### config.mk
export PLATFORM = sky130hd
export DESIGN_NAME = input_feeder
export DESIGN_NICKNAME = d
export VERILOG_FILES = /design/src/rtl/input_feeder.sv
export SDC_FILE = /design/constraint.sdc
export NUM_CORES = 1
export LEC_CHECK = 0
export BUFFER_PORTS_ARGS = -buffer_cell sky130_fd_sc_hd__buf_2
export CORE_MARGIN = 3
export CORE_UTILIZATION = 55
export DETAILED_ROUTE_END_ITERATION = 6
export PLACE_DENSITY = 0.72
export SYNTH_ARGS = -nofsm -noshare
export SYNTH_HDL_FRONTEND = slang
export SYNTH_SLANG_ARGS = --single-unit
### constraint.sdc
create_clock -name clk -period 8.2 [get_ports clk]
set_input_delay 1.23 -clock clk [delete_from_list [all_inputs] [get_ports clk]]
set_output_delay 1.23 -clock clk [all_outputs]
set_load 0.005 [all_outputs]
### src/rtl/input_feeder.sv
// input_feeder: host-to-pipeline byte buffer with three show-ahead FIFOs.
// Optional dropped-push counter at address 110 when OVF_COUNT_EN is defined.
//
// Ports:
//   clk, reset                  clock, synchronous active-high reset
//   chipselect, write, read     Avalon-MM slave strobes
//   address[2:0], writedata[7:0] register/FIFO select and host byte
//   readdata[7:0]               registered read response (1-cycle latency)
//   dataN[7:0], validN          channel N head byte and valid (N = 1..3)
//   readyN                      channel N pipeline accepts head
//
// Write map: 000 enable, 001-011 push FIFO 1-3, 100 flush mask,
//            110 clear drop counter (OVF_COUNT_EN only).
// Read map:  000 enable, 001-011 fill counts, 100 full/empty status,
//            101 overflow bits, 110 drop counter (OVF_COUNT_EN only).

module input_feeder #(
    parameter int DEPTH = 16
) (
    input  logic       clk,
    input  logic       reset,
    input  logic       chipselect,
    input  logic       write,
    input  logic       read,
    input  logic [2:0] address,
    input  logic [7:0] writedata,
    output logic [7:0] readdata,
    output logic [7:0] data1,
    output logic [7:0] data2,
    output logic [7:0] data3,
    output logic       valid1,
    output logic       valid2,
    output logic       valid3,
    input  logic       ready1,
    input  logic       ready2,
    input  logic       ready3
);

    localparam int AW = $clog2(DEPTH);
    localparam logic [AW:0] FULL_CNT = (AW+1)'(DEPTH);

    logic [7:0]    r_mem [3][DEPTH];
    logic [AW-1:0] r_wp  [3];
    logic [AW-1:0] r_rp  [3];
    logic [AW:0]   r_cnt [3];
    logic [2:0]    r_en;
    logic [2:0]    r_ovf;
    logic [7:0]    r_readdata;

    logic       w_wr;
    logic       w_rd;
    logic [2:0] w_rdy;
    logic [2:0] w_full;
    logic [2:0] w_empty;
    logic [2:0] w_valid;
    logic [2:0] w_pop;
    logic [2:0] w_push;
    logic [2:0] w_push_ok;
    logic [2:0] w_drop;
    logic [2:0] w_flush;

    assign w_wr  = chipselect && write;
    assign w_rd  = chipselect && read;
    assign w_rdy = {ready3, ready2, ready1};

    always_comb begin
        w_full    = '0;
        w_empty   = '0;
        w_valid   = '0;
        w_pop     = '0;
        w_push    = '0;
        w_push_ok = '0;
        w_drop    = '0;
        w_flush   = '0;
        for (int n = 0; n < 3; n++) begin
            w_full[n]    = (r_cnt[n] == FULL_CNT);
            w_empty[n]   = (r_cnt[n] == '0);
            w_valid[n]   = !w_empty[n] && r_en[n];
            w_pop[n]     = w_valid[n] && w_rdy[n];
            w_push[n]    = w_wr && (address == 3'(n + 1));
            // Full is judged on the pre-edge count: a same-cycle pop
            // does not make room for the push.
            w_push_ok[n] = w_push[n] && !w_full[n];
            w_drop[n]    = w_push[n] && w_full[n];
            w_flush[n]   = w_wr && (address == 3'd4) && writedata[n];
        end
    end

    // Storage carries no reset; pointers and counts define what is live.
    always_ff @(posedge clk) begin
        for (int n = 0; n < 3; n++) begin
            if (w_push_ok[n]) begin
                r_mem[n][r_wp[n]] <= writedata;
            end
        end
    end

    always_ff @(posedge clk) begin
        if (reset) begin
            r_en  <= '0;
            r_ovf <= '0;
            for (int n = 0; n < 3; n++) begin
                r_wp[n]  <= '0;
                r_rp[n]  <= '0;
                r_cnt[n] <= '0;
            end
        end else begin
            if (w_wr && (address == 3'd0)) begin
                r_en <= writedata[2:0];
            end
            for (int n = 0; n < 3; n++) begin
                // Flush dominates any pop on the same channel.
                if (w_flush[n]) begin
                    r_wp[n]  <= '0;
                    r_rp[n]  <= '0;
                    r_cnt[n] <= '0;
                    r_ovf[n] <= 1'b0;
                end else begin
                    if (w_push_ok[n]) begin
                        r_wp[n] <= r_wp[n] + 1'b1;
                    end
                    if (w_pop[n]) begin
                        r_rp[n] <= r_rp[n] + 1'b1;
                    end
                    if (w_push_ok[n] && !w_pop[n]) begin
                        r_cnt[n] <= r_cnt[n] + 1'b1;
                    end else if (w_pop[n] && !w_push_ok[n]) begin
                        r_cnt[n] <= r_cnt[n] - 1'b1;
                    end
                    if (w_drop[n]) begin
                        r_ovf[n] <= 1'b1;
                    end
                end
            end
        end
    end

`ifdef OVF_COUNT_EN
    logic [7:0] r_ovf_cnt;

    // At most one push per cycle, so at most one drop per cycle.
    always_ff @(posedge clk) begin
        if (reset) begin
            r_ovf_cnt <= '0;
        end else if (w_wr && (address == 3'd6)) begin
            r_ovf_cnt <= '0;
        end else if ((|w_drop) && (r_ovf_cnt != 8'hFF)) begin
            r_ovf_cnt <= r_ovf_cnt + 1'b1;
        end
    end
`endif

    // Reads sample pre-edge state, so a same-cycle write is not visible.
    always_ff @(posedge clk) begin
        if (reset) begin
            r_readdata <= '0;
        end else if (w_rd) begin
            case (address)
                3'd0:    r_readdata <= {5'b0, r_en};
                3'd1:    r_readdata <= 8'(r_cnt[0]);
                3'd2:    r_readdata <= 8'(r_cnt[1]);
                3'd3:    r_readdata <= 8'(r_cnt[2]);
                3'd4:    r_readdata <= {2'b0, w_full, w_empty};
                3'd5:    r_readdata <= {5'b0, r_ovf};
`ifdef OVF_COUNT_EN
                3'd6:    r_readdata <= r_ovf_cnt;
`endif
                default: r_readdata <= '0;
            endcase
        end else begin
            r_readdata <= '0;
        end
    end

    assign readdata = r_readdata;
    assign data1    = r_mem[0][r_rp[0]];
    assign data2    = r_mem[1][r_rp[1]];
    assign data3    = r_mem[2][r_rp[2]];
    assign valid1   = w_valid[0];
    assign valid2   = w_valid[1];
    assign valid3   = w_valid[2];

endmodule

# Word-level counts from Yosys, hierarchy flattened
# Memory sizes are Yosys's and may differ from the RTL's.
# Index checks and enable logic that the tools add are counted.
op_classes:
  mux: 108
  magnitude_cmp: 9
  bitwise: 28
  add_sub_neg: 12
  reduce_logical: 53
  n_eq_ne: 8
ops:
  columns: ["op", "n"]
  rows:
  - ["$mux W128", 7]
  - ["$reduce_or A128 Y1", 2]
  - ["$bmux W8 S4", 3]
  - ["$demux W8 S4", 3]
  - ["$mux W8", 9]
  - ["$mux W1", 62]
  - ["$mux W4", 12]
  - ["$mux W5", 9]
  - ["$pmux W6 S6", 1]
  - ["$logic_and A1 B1 Y1", 31]
  - ["$ge A5 B5 Y1 const B", 6]
  - ["$not A4 Y5", 6]
  - ["$add A4 B1 Y4 const B", 6]
  - ["$or A1 B1 Y1", 21]
  - ["$add A5 B1 Y5 const B", 3]
  - ["$eq A5 B5 Y1 const B", 3]
  - ["$logic_not A5 Y1", 3]
  - ["$lt A5 B1 Y1 const B", 3]
  - ["$sub A5 B1 Y5 const B", 3]
  - ["$logic_not A1 Y1", 12]
  - ["$reduce_or A2 Y1", 4]
  - ["$eq A3 B2 Y1 const B", 2]
  - ["$eq A3 B3 Y1 const B", 2]
  - ["$mux W2", 2]
  - ["other kinds (3)", 3]
word_totals:
  regBits: 14
  in_bits: 19
  ram_bits: 423
  memories: 4
  out_inout_bits: 35
  wordCells: 227
mem_list:
  columns: ["memory", "depth", "word_bits", "rd", "rd_clocked_by_memory_dff", "write_ports", "line_no", "source"]
  rows:
  - ["r_mem", 3, 128, 3, 0, 1, "42", "logic [7:0] r_mem [3][DEPTH];"]
  - ["r_cnt", 3, 5, 3, 0, 3, "45", "logic [AW:0] r_cnt [3];"]
  - ["r_rp", 3, 4, 3, 0, 3, "44", "logic [AW-1:0] r_rp [3];"]
  - ["r_wp", 3, 4, 3, 0, 3, "43", "logic [AW-1:0] r_wp [3];"]

# Logic depth before layout (Yosys ltp)
# Gate-level depths: netlist of the first run.
# An unclocked memory read counts as a cell.
depth:
  word_depth: 13
  depth_mapped: 11
  ltp_nobuf: 11

# Worst setup path after synthesis of the first run
# No wires, ideal clock.
synth_path:
  kind: "input port to flip-flop"
  start: "input port address[0]"
  end: "memory r_cnt[2][4] in the netlist's numbering, data pin"
  setup_ns: 0.254
  t_arrival_ns: 3.520
  stages: 11
  n_path_buf: 1
  t_required_ns: 7.946
  setup_slack_ns: 4.426
  cell_sequence: "buf_2 -> nor3b_2 -> a41oi_1 -> nand3_1 -> nor2_1 -> fa_1 -> a21o_1 -> a21oi_1 -> xor2_1 -> mux2i_1 -> nor2_1"
synth_rtl:
  columns: ["item", "line_no", "source"]
  rows:
  - ["start, declared", "25", "input logic [2:0] address,"]
  - ["end, declared", "45", null]

==> flow_summary.yaml, run 1 <==
clocking:
  cts_hold_buf: 0
  cts.clk_slew.worst_paths_ps: 60
  htreeDepth: 2
  post_cts_resized: 0
  cts_sinks: 435
  post_cts_buffers: 0
  cts_root_buf: "clkbuf_16"
  cts_max_path_buffers: 3
  clk_latency_ps: 540
  numCtsBuffers: 43
  cts_tree: "built"
outcome:
  status: "complete, no violations"
layout:
  syn2layout_area_growth_pct: 11.3
  layout.nets: 1034
  antenna_cells: 0
  drive_above_1_share_pct: 25.3
power:
  p_clk_share_pct: 41.7
  p_sw_uw: 917
  seq_power_share_pct: 54.3
  intPower_uw: 3640
  p_leak_uw: 0.00642
  swShare_pct: 20.1
  p_comb_share_pct: 4.0
  max-vdd-ir-drop_v: 0.000146
  powerDensity_nw_per_um2: 229
global_routing:
  grt_pass1_vias: 9008
  antenna_found_initial: 0
  grt_pass1_wl_mm: 55.4
  grt_max_degree: 52
  track_usage_pct: 20.7
  grt-ovfl-total: 0
worst_setup_path:
  cp_max_fo: 20
  critical_path_class: "reg -> out"
  rr_startpoint: "r_cnt[2][1]"
  startpoint: "r_rp[1][0]"
  arrival_ps: 3280
  endpoint_kind: "output port"
  cp.required_ps: 6970
  start_kind: "flop"
  r2r_cells: 11
sta:
  setup_viol: 0
  relSlewSlack_pct: 6.00
  period_share_pct: 55.0
  setup_ws_ps: 3690
  setup_tns_ps: 0
  max_freq_ghz: 0.222
  fin_worst_skew_ps: 21.8
  max_slew.worst_pin.slew_ps: 1400
  rsz0062_at_grt: "no"
  min_period_ps: 4510
  drv_slew: 0
  hold_viol: 0
yosys:
  synth_edf_count: 423
  yosysTopAreaCell: "edfxtp_1"
  yosys-top-cells-area: "edfxtp_1, mux4_2, ha_1"
  synth_top_area_share_pct: 70.9
  synth.cell_area_um2: 17900
  yosysSeqAreaShare_pct: 72.2
  synth.avg_cell_area_um2: 19.3
  synth_cells: 930
  synth_ff_type: "edfxtp_1"
  ys_ff_latch: 435
  async_reset_ff_share_pct: 0
  ys_types: 62
  yosys_warnings: 0
detailed_routing:
  num_vias: 8873
  ant_nets: 0
  drt_wl_total_mm: 35.1
  drc_errors: 0
  drt_iter0_drc: 974
  vias_per_cell: 6.10
  first_pass_iters: 5
  wl_per_cell_um: 24.1
min_path:
  min_from: "r_ovf[0]"
  min_path_type: "reg -> reg"
  whs_path_depth: 2
flow_run:
  drv_cap: 0
floorplan:
  dieArea_um2: 34800
  coreArea_um2: 31800
  die_h_um: 186
  initial_core_util_pct: 56.3
  pin_count: 54
  placement_rows: 65
  die_w_um: 186
placed_design:
  port_buffers: 51
  dpl_worst_slack_ps: 3850
  dpl.hpwl_mm: 21.7
  gp_congestion: 0.813
## layer usage
layer / vias up / wire length [µm] / GRT usage (%)
li1: 3886 / - / -
met1: 4634 / 15500 / 32.1
met2: 297 / 16800 / 31.7
met3: 56 / 2010 / 3.40
met4: 0 / 678 / 4.62
met5: - / 0 / 0
## synthesized netlist by cell type (12+ instances only)
| library cell | count |
|---|---|
| edfxtp_1 | 423 |
| mux4_2 | 121 |
| nor2_1 | 74 |
| nand2_1 | 30 |
| clkbuf_1 | 25 |
| ha_1 | 24 |
| inv_1 | 24 |
| nor3_1 | 20 |
| nand3_1 | 19 |
| a21oi_1 | 16 |
| buf_2 | 13 |
| and2_1 | 12 |
| dfxtp_1 | 12 |
## area by class of cell
class | count | area, µm²
Sequential cell | 435 | 12900
Fill cell | 2201 | 11900
Multi-Input combinational cell | 421 | 4660
Clock buffer | 48 | 1090
Tap cell | 435 | 544
Timing Repair Buffer | 64 | 350
Clock inverter | 26 | 251
Inverter | 25 | 93.8
## kinds of logic (layout without fill, tap and decap cells)
family	count (synthesis)	in the layout	share of synthesized area, %
and+or+nand+nor	199	199	5.62
buffers and inverters	75	163	1.77
DFF	435	435	72.2
other	1	2	0.0209
muxes	130	130	15.8
AOI/OAI and AO/OA	50	50	2.07
adders and majority gates	25	25	1.79
xor gates and xnor gates	15	15	0.733
## registers in the layout, summed over array words and instances (netlist names)
name,count
readdata,6
r_cnt,15
r_mem,384
r_wp,12
r_ovf,3
r_rp,12
r_en,3
## final timing paths
| check | slack, ps | endpoint |
|---|---|---|
| max | 3690 | data2[2] |
| max reg2reg | 4970 | r_cnt[2][4] |
| min | 490 | r_ovf[0] |
| min reg2reg | 490 | r_ovf[0] |
## placed cells by master, fill, tap and decap left out, drive strengths merged, types with 4 or more instances in the layout
cell	instances
inv	26
mux4	121
edfxtp	423
nor3	23
bufinv	5
mux2	5
clkbuf	49
nor2	74
ha	24
nand3	19
mux2i	4
xnor2	7
o21ai	5
a22oi	5
clkinv	18
dfxtp	12
and3	8
xor2	8
buf	63
a21oi	16
nand2	30
and2	12
nand2b	6
## metrics by stage
step                      hold WS (ps)  instance area (µm²)  instances  power, µW  utilization (%)
after floorplan                    432                17900        931       2630                -
after detailed placement           465                18600       1379       2710             58.4
final                              487                19900       1454       4560             62.7
after global routing               551                19900       1454       4700             62.7
after CTS                          485                19900       1453       4590             62.7
after global placement             470                18600       1379       2700             58.4
## critical path, stage by stage (launching register included)
cell      delay (ps)
edfxtp_1         960
buf_4            510
mux4_2           590
mux4_2           520
buf_2            160
## power by group through the flow
stage,registers [µW],logic [µW],clock network (µW)
floorplan,2500,121,0
global placement,2520,181,0
CTS,2480,185,1930
finish,2480,183,1900
detailed placement,2520,185,0
global route,2480,199,2030
No activity file was read; power rests on OpenSTA's default activity.
==> inputs of run 2 (changes only) <==
Clock period 8.2 ns to 4.5 ns, I/O delays scaled along.
==> run 2 against run 1 <==
Clock-buffer cell count is 9 higher. First-iteration DRC count is 4.4% lower. Routed wire length is 2.7% higher. Register-to-register slack worse by 3600 ps. Final cell count is 1.4% higher. Die area stayed put. Sequential power is 82% higher. Via count is 0.64% higher. Global-route usage is 0.50 points higher. Largest cell class unchanged.
==> flow_summary.yaml, run 2 (synthesis results as in run 1) <==
outcome:
  status: "complete, no violations"
clocking:
  cts_max_path_buffers: 3
  cts_sinks: 435
  cts_tree: "built"
  post_cts_buffers: 0
  clk_latency_ps: 530
  cts_root_buf: "clkbuf_16"
  htreeDepth: 2
  numCtsBuffers: 45
  post_cts_resized: 0
  cts_hold_buf: 0
  cts.clk_slew.worst_paths_ps: 60
floorplan:
  die_h_um: 186
  pin_count: 54
  die_w_um: 186
  placement_rows: 65
  initial_core_util_pct: 56.3
  dieArea_um2: 34800
  coreArea_um2: 31800
sta:
  max_slew.worst_pin.slew_ps: 1110
  setup_ws_ps: 924
  setup_tns_ps: 0
  relSlewSlack_pct: 25.9
  rsz0062_at_grt: "no"
  hold_viol: 0
  setup_viol: 0
  fin_worst_skew_ps: 16.9
  min_period_ps: 3580
  drv_slew: 0
  period_share_pct: 79.5
  max_freq_ghz: 0.280
detailed_routing:
  ant_nets: 0
  first_pass_iters: 5
  wl_per_cell_um: 24.4
  drc_errors: 0
  drt_wl_total_mm: 36.0
  drt_iter0_drc: 931
  num_vias: 8930
  vias_per_cell: 6.05
global_routing:
  track_usage_pct: 21.2
  grt_max_degree: 52
  antenna_found_initial: 0
  grt_pass1_vias: 9137
  grt-ovfl-total: 0
  grt_pass1_wl_mm: 56.6
layout:
  layout_common_cells: "edfxtp_1, mux4_2, nor2_1, buf_2, clkbuf_16"
  final_cells: 1475
  layout.nets: 1047
  design_area_um2: 20200
  largest_reg_flops: 384
  fin_util_pct: 63.5
  drive_above_1_share_pct: 26.5
  syn2layout_area_growth_pct: 12.8
  final_common_cell: "edfxtp_1"
worst_setup_path:
  start_kind: "flop"
  ff2ff_setup_slack_ps: 1380
  arrival_ps: 2900
  cp.required_ps: 3830
  critical_path_class: "reg -> out"
  cp_max_fo: 24
  endpoint_kind: "output port"
power:
  intPower_uw: 6890
  p_sw_uw: 1700
  p_leak_uw: 0.00657
  swShare_pct: 19.8
  p_comb_share_pct: 3.9
  p_clk_share_pct: 43.5
  seq_power_share_pct: 52.5
  powerDensity_nw_per_um2: 425
  max-vdd-ir-drop_v: 0.000304
placed_design:
  dpl_worst_slack_ps: 794
  port_buffers: 51
  gp_congestion: 0.819
  placed_cell_area_um2: 18700
  dpl.cell_count: 1391
  dpl.hpwl_mm: 22.0
flow_run:
  drv_cap: 0
min_path:
  min_path_type: "reg -> reg"
run 2: worst paths after layout:
check,start,to,cells past startpoint
worst min-delay path,r_en[1],r_en[1],2
worst min register to register,r_en[1],r_en[1],2
worst max register to register,r_cnt[2][0],r_cnt[2][4],11
worst max-delay path,r_rp[0][0],data1[4],4
run 2: cell type report:
type                            instances  area, µm²
Tap cell                              435        544
Multi-Input combinational cell        421       4660
Inverter                               25       93.8
Clock buffer                           57       1190
Fill cell                            2198      11600
Sequential cell                       435      12900
Clock inverter                         26        307
Timing Repair Buffer                   75        460
Antenna cell                            1       2.50
run 2: power by group through the flow:
stage	combinational, µW	sequential, µW	clock, µW
final	339	4510	3740
after floorplan	221	4560	0
after global placement	334	4590	0
after detailed placement	342	4600	0
after global routing	372	4510	3990
after CTS	344	4510	3800
run 2: stage by stage:
step | power (µW) | hold slack (ps)
4_1_cts | 8650 | 506
3_3_place_gp | 4930 | 473
2_1_floorplan | 4780 | 432
6_report | 8590 | 504
5_1_grt | 8870 | 530
3_5_place_dp | 4940 | 480
run 2: metal layers:
metal  vias to the layer above  wire length (µm)  track usage [%]
met5                         -                 0                0
met4                         0               643             4.68
li1                       3907                 -                -
met1                      4656             15500             32.1
met2                       310             17700             33.8
met3                        57              2190             2.91
run 2: worst max-delay path, stage by stage, from the launching register on:
cell and delay, ps:
edfxtp_1 820, buf_12 310, mux4_2 580, mux4_2 500
buf_2 150
